`src/rtl/acc_share_pkg.sv`:
```
`default_nettype none
// ============================================================================
// Module   : acc_share_pkg
// Purpose  : Shared types and constants for the acc_share_sched scheduler.
//            - state_t : scheduler FSM states
//            - default parameter values
//            - wide all-ones pattern used to build the saturation value
// Revision : 1.0  initial release
// ============================================================================
package acc_share_pkg;

  typedef enum logic [1:0] {
    RUN   = 2'd0,
    STALL = 2'd1,
    CLEAR = 2'd2
  } state_t;

  localparam int unsigned NREQ_DEF  = 4;
  localparam int unsigned WIDTH_DEF = 32;

  // Saturation value source; the top slices it down to WIDTH bits, so the
  // accumulator width is bounded by MAX_WIDTH.
  localparam int unsigned           MAX_WIDTH = 64;
  localparam logic [MAX_WIDTH-1:0]  SAT_ONES  = '1;

endpackage : acc_share_pkg
`default_nettype wire

```
`src/rtl/acc_share_sched_rr_pick.sv`:
```
`default_nettype none
// ============================================================================
// Module   : rr_pick
// Purpose  : Combinational round-robin priority picker. Searches req_i from
//            ptr_i upward, wrapping NREQ-1 -> 0, and returns the first hit.
// Ports    : req_i   [NREQ]  request vector
//            ptr_i   [IDW]   search start position (must be < NREQ)
//            grant_o [NREQ]  one-hot grant, zero when no request
//            idx_o   [IDW]   index of the granted requester
//            any_o           a request was found
// Revision : 1.0  initial release
// ============================================================================
module rr_pick #(
  parameter int NREQ = 4,
  parameter int IDW  = 2
) (
  input  logic [NREQ-1:0] req_i,
  input  logic [IDW-1:0]  ptr_i,
  output logic [NREQ-1:0] grant_o,
  output logic [IDW-1:0]  idx_o,
  output logic            any_o
);

  always_comb begin
    int j;
    j       = 0;
    grant_o = '0;
    idx_o   = '0;
    any_o   = 1'b0;
    for (int k = 0; k < NREQ; k++) begin
      j = int'(ptr_i) + k;
      if (j >= NREQ) j = j - NREQ;
      if (!any_o && req_i[j]) begin
        any_o      = 1'b1;
        grant_o[j] = 1'b1;
        idx_o      = IDW'(j);
      end
    end
  end

endmodule : rr_pick
`default_nettype wire

```
`src/rtl/acc_share_sched.sv`:
```
`default_nettype none
// ============================================================================
// Module   : acc_share_sched
// Purpose  : Round-robin scheduler sharing one saturating accumulate adder
//            (acc <= acc + inc) between NREQ requesters, with a single
//            registered response channel (sum, owner id, saturation flag).
// Ports    : clk, rst                 clock / synchronous active-high reset
//            req_valid_i [NREQ]       request present per requester
//            req_inc_i   [NREQ*WIDTH] increment, requester i at [i*WIDTH +: WIDTH]
//            req_ready_o [NREQ]       one-hot grant (or zero) this cycle
//            clr_i                    clear accumulator, beats any grant
//            resp_valid_o / resp_ready_i  response handshake
//            resp_id_o   [IDW]        requester that produced resp_sum_o
//            resp_sum_o  [WIDTH]      accumulator after that increment
//            resp_sat_o               the increment saturated the accumulator
//            acc_o       [WIDTH]      current accumulator value
// Revision : 1.0  initial release
// ============================================================================
module acc_share_sched
  import acc_share_pkg::*;
#(
  parameter int NREQ  = NREQ_DEF,
  parameter int WIDTH = WIDTH_DEF,
  parameter int IDW   = $clog2(NREQ)
) (
  input  logic                  clk,
  input  logic                  rst,
  input  logic [NREQ-1:0]       req_valid_i,
  input  logic [NREQ*WIDTH-1:0] req_inc_i,
  output logic [NREQ-1:0]       req_ready_o,
  input  logic                  clr_i,
  output logic                  resp_valid_o,
  input  logic                  resp_ready_i,
  output logic [IDW-1:0]        resp_id_o,
  output logic [WIDTH-1:0]      resp_sum_o,
  output logic                  resp_sat_o,
  output logic [WIDTH-1:0]      acc_o
);

  localparam logic [WIDTH-1:0] C_SAT_ONES = SAT_ONES[WIDTH-1:0];

  state_t           state_q;
  logic [IDW-1:0]   ptr_q;
  logic [WIDTH-1:0] acc_q;
  logic             resp_valid_q;
  logic [IDW-1:0]   resp_id_q;
  logic [WIDTH-1:0] resp_sum_q;
  logic             resp_sat_q;

  logic [NREQ-1:0]  w_pick_onehot;
  logic [IDW-1:0]   w_pick_idx;
  logic             w_pick_any;
  logic             w_grant_en;
  logic             w_grant;
  logic [WIDTH-1:0] w_inc;
  logic [WIDTH:0]   w_sum;
  logic [WIDTH-1:0] acc_d;
  logic [IDW:0]     w_idx_inc;
  logic [IDW-1:0]   ptr_d;

  rr_pick #(
    .NREQ (NREQ),
    .IDW  (IDW)
  ) u_rr_pick (
    .req_i   (req_valid_i),
    .ptr_i   (ptr_q),
    .grant_o (w_pick_onehot),
    .idx_o   (w_pick_idx),
    .any_o   (w_pick_any)
  );

  // Grants need a free response slot: either nothing is pending or the
  // pending response leaves this cycle. A clear (input or state) blocks them.
  assign w_grant_en  = !rst && !clr_i && (state_q != CLEAR) &&
                       (!resp_valid_q || resp_ready_i);
  assign w_grant     = w_grant_en && w_pick_any;
  assign req_ready_o = w_grant_en ? w_pick_onehot : '0;

  // Adder sees only the registered accumulator, so there is no
  // combinational path from the response back into the sum.
  assign w_inc = req_inc_i[w_pick_idx*WIDTH +: WIDTH];
  assign w_sum = {1'b0, acc_q} + {1'b0, w_inc};
  assign acc_d = w_sum[WIDTH] ? C_SAT_ONES : w_sum[WIDTH-1:0];

  assign w_idx_inc = {1'b0, w_pick_idx} + 1'b1;
  assign ptr_d     = (w_idx_inc == (IDW+1)'(NREQ)) ? '0 : w_idx_inc[IDW-1:0];

  always_ff @(posedge clk) begin
    if (rst) begin
      state_q      <= RUN;
      ptr_q        <= '0;
      acc_q        <= '0;
      resp_valid_q <= 1'b0;
      resp_id_q    <= '0;
      resp_sum_q   <= '0;
      resp_sat_q   <= 1'b0;
    end else begin
      // FSM: CLEAR while clr is high, otherwise track the response stall.
      if (clr_i) begin
        state_q <= CLEAR;
      end else if (resp_valid_q && !resp_ready_i) begin
        state_q <= STALL;
      end else begin
        state_q <= RUN;
      end

      if (clr_i) begin
        acc_q <= '0;
      end else if (w_grant) begin
        acc_q <= acc_d;
      end

      if (w_grant) begin
        ptr_q        <= ptr_d;
        resp_valid_q <= 1'b1;
        resp_id_q    <= w_pick_idx;
        resp_sum_q   <= acc_d;
        resp_sat_q   <= w_sum[WIDTH];
      end else if (resp_ready_i) begin
        resp_valid_q <= 1'b0;
      end
    end
  end

  assign resp_valid_o = resp_valid_q;
  assign resp_id_o    = resp_id_q;
  assign resp_sum_o   = resp_sum_q;
  assign resp_sat_o   = resp_sat_q;
  assign acc_o        = acc_q;

endmodule : acc_share_sched
`default_nettype wire

```
`config.mk`:
```
export PLATFORM = sky130hd
export DESIGN_NAME = acc_share_sched
export DESIGN_NICKNAME = d
export VERILOG_FILES = /design/src/rtl/acc_share_pkg.sv /design/src/rtl/acc_share_sched_rr_pick.sv /design/src/rtl/acc_share_sched.sv
export SDC_FILE = /design/constraint.sdc
export NUM_CORES = 1
export LEC_CHECK = 0
export BUFFER_PORTS_ARGS = -buffer_cell sky130_fd_sc_hd__buf_2
export CAP_MARGIN = 15
export CORE_MARGIN = 5
export CORE_UTILIZATION = 54
export CTS_CLUSTER_DIAMETER = 40
export DETAILED_ROUTE_END_ITERATION = 8
export GPL_TIMING_DRIVEN = 0
export PLACE_DENSITY = 0.94
export SETUP_SLACK_MARGIN = 0.05
export SLEW_MARGIN = 20
export SYNTH_ARGS = -nofsm -noshare
export SYNTH_HDL_FRONTEND = slang
export SYNTH_HIERARCHICAL = 1
export SYNTH_SLANG_ARGS = --single-unit
```
`constraint.sdc`:
```
create_clock -name clk -period 14 [get_ports clk]
set_input_delay 2.1 -clock clk [delete_from_list [all_inputs] [get_ports clk]]
set_output_delay 2.1 -clock clk [all_outputs]
set_load 0.1 [all_outputs]
```
==> results.py <==
metrics = {
    "power_and_ir_drop": {
        "p_total_mw": 0.900,
        "ir_drop_mv": 0.0678,
        "p_leak_nw": 3.18,
        "power_density_nw_per_um2": 131,
    },
    "sta": {
        "max_clock_freq_mhz": 134,
        "maxSlewViolCount": 0,
        "hold_slack_ns": 0.458,
        "setup-tns-final_ns": 0,
        "rsz0062_at_grt": "no",
        "fin_crit_sh": 0.535,
        "skew_ns": 0.0127,
        "setup_viol_count_final": 0,
        "worstMarginPinSlew_ns": 0.881,
        "hold_viol": 0,
        "fin_crit_ns": 7.49,
        "max_slew_margin": 0.413,
    },
    "final_layout": {
        "fill_cells": 777,
        "antenna_cells": 0,
        "final_nets": 993,
        "layout-drive-gt1-share": 0.357,
        "area_growth_pct": 26.4,
        "final_cells": 953,
    },
    "global_route": {
        "antenna_found_initial": 0,
        "grt_max_degree": 13,
        "grt_pass1_vias": 5559,
        "grt_pass1_wl_mm": 26.2,
        "grt_remaining_overflow": 0,
        "grt_usage": 0.276,
    },
    "clock_network": {
        "ctsHoldBuffers": 0,
        "clk_latency_ns": 0.36,
        "numCtsBuffers": 9,
        "post_cts_buffers": 0,
        "cts_root_buf": "clkbuf_8",
        "clkSinkCount": 72,
        "tritoncts": "built",
        "clkSlewWorstSetupHoldPaths_ns": 0.08,
        "postCtsResizedCells": 0,
        "clock_path_buffers": 2,
        "htreeDepth": 3,
    },
    "die": {
        "core_um2": 9770,
        "die_w_um": 110,
        "row_count": 36,
        "design.die.area_um2": 12100,
        "fp.dieH_um": 110,
        "io_pins": 208,
        "start_util": 0.554,
    },
    "route": {
        "drc": 0,
        "ant_nets": 0,
        "via_per_inst": 5.97,
        "drt_iter0_markers": 469,
        "avgRoutedWirePerCell_um": 17.9,
        "num_vias": 5685,
        "drt_first_pass_iters": 5,
        "wl_mm": 17.0,
    },
    "synth": {
        "syn_nets": 776,
        "synth_edf_count": 0,
        "synth.largest_area_cell": "dfxtp_1",
        "yosysWarnings": 6,
        "postSynthCellCount": 598,
        "synth_top_area_share": 0.266,
        "syn_area_um2": 5410,
        "synth_common_cells": "72 x dfxtp_1, 72 x nor2_1, 66 x a21oi_1",
        "avgSynthCellArea_um2": 9.05,
        "ys_seq_elements": 72,
        "synth_ff_type": "dfxtp_1",
        "seq_area_frac_synth": 0.266,
        "synth_area_leaders": "dfxtp_1 27%, mux4_2 14%, ha_1 9.5%, a21oi_1 6.1%, nor2_1 5.0%",
        "ys_async_sr_fraction": 0,
        "synth_cell_types": 66,
    },
    "setup_path": {
        "r2r-start": "ptr_q[1]",
        "crit_start": "req_valid_i[2]",
        "cp-start-kind": "input port",
        "critPathMaxFanout": 10,
        "cp-end-kind": "flop",
        "crit_type": "in -> reg",
        "critPathArrivalTime_ns": 7.71,
        "critical_path_required_ns": 14.23,
    },
    "min_path": {
        "hp-class": "reg -> reg",
        "min_from": "resp_id_o[0]",
    },
    "job": {
        "cap_viol_max_count": 0,
    },
    "place": {
        "place.gp.congestion": 0.928,
        "port_buffers": 206,
        "dp_hpwl_mm": 13.1,
        "placed_cells": 937,
    },
    "run_status": {
        "status": "completed",
    },
}
-- layout by cell type, fill, tap and decap left out, drive strengths merged, types with 6 or more instances in the layout --
master | Yosys | layout
and2 | 8 | 8
dfxtp | 72 | 72
o31ai | 6 | 6
o21bai | 6 | 6
nor3 | 28 | 28
nand3 | 8 | 8
nand2 | 30 | 30
ha | 41 | 41
mux4 | 36 | 36
inv | 13 | 13
o21ai | 53 | 53
nor2 | 73 | 73
a21o | 8 | 8
buf | 17 | 223
a22oi | 8 | 8
xnor2 | 25 | 25
a21oi | 69 | 69
a211oi | 13 | 13
clkbuf | 22 | 34
-- logic make-up after synthesis --
kind of cell,synth area share
XOR/XNOR,0.0469
multiplexers,0.161
AO/OA/AOI/OAI,0.230
adder cells (fa/ha/maj),0.0985
buffers and inverters,0.0490
flip-flops,0.266
AND/OR/NAND/NOR,0.149
-- report_power, final --
group          leakage [nW]  internal, mW  switching (mW)
combinational          2.48         0.169           0.308
clock                 0.113         0.111          0.0845
sequential            0.588         0.219         0.00918
total                  3.18         0.498           0.401
-- state kept, by name, indices dropped and copies added, names as in the netlist --
register and cells:
acc_o 32, ptr_q 2, resp_id_o 2, resp_sat_o 1
resp_sum_o 32, resp_valid_o 1, state_q 2
-- layer usage --
metal	vias up	global-route usage	part of all wire
li1	2663	-	-
met1	2650	0.339	0.39
met2	317	0.463	0.48
met3	55	0.0524	0.095
met4	0	0.135	0.037
met5	-	0	0
-- through the flow --
stage / area (um2) / worst slack [ns] / utilization
floorplan: 5410 / 7.14 / -
global placement: 6610 / 6.20 / 0.676
detailed placement: 6610 / 6.14 / 0.676
CTS: 6840 / 6.50 / 0.700
global route: 6840 / 6.05 / 0.700
finish: 6840 / 6.51 / 0.700
-- cell type report --
| type | count | area, um2 | area share |
|---|---|---|---|
| multi-input cells | 473 | 3710 | 0.542 |
| repair buffers | 206 | 1030 | 0.151 |
| plain buffers | 40 | 216 | 0.0316 |
| flip-flops and latches | 72 | 1440 | 0.211 |
| inverters | 13 | 48.8 | 0.00713 |
| well taps | 133 | 166 | 0.0243 |
| clock buffers | 12 | 155 | 0.0227 |
| clock inverters | 4 | 76.3 | 0.0112 |
-- critical path: stages --
cell and delay (ns):
buf_2 0.13, mux4_1 0.63, clkbuf_1 0.25, o31ai_1 0.46
clkbuf_1 0.45, buf_1 0.72, mux4_2 0.61, ha_1 0.36
a21oi_2 0.21, o211ai_2 0.14, a311oi_4 0.35, o21ai_2 0.14
a221oi_2 0.46, mux2_4 0.35, a211oi_2 0.26, nor3_2 0.07
-- worst paths after layout --
kind | end | slack [ns] | cells after the start
min reg2reg | resp_id_o[0] | 0.46 | 2
max | resp_sum_o[30] | 6.51 | 16
min | resp_id_o[0] | 0.46 | 2
max reg2reg | resp_sum_o[30] | 7.60 | 19
(Power assumes the default switching activity.)
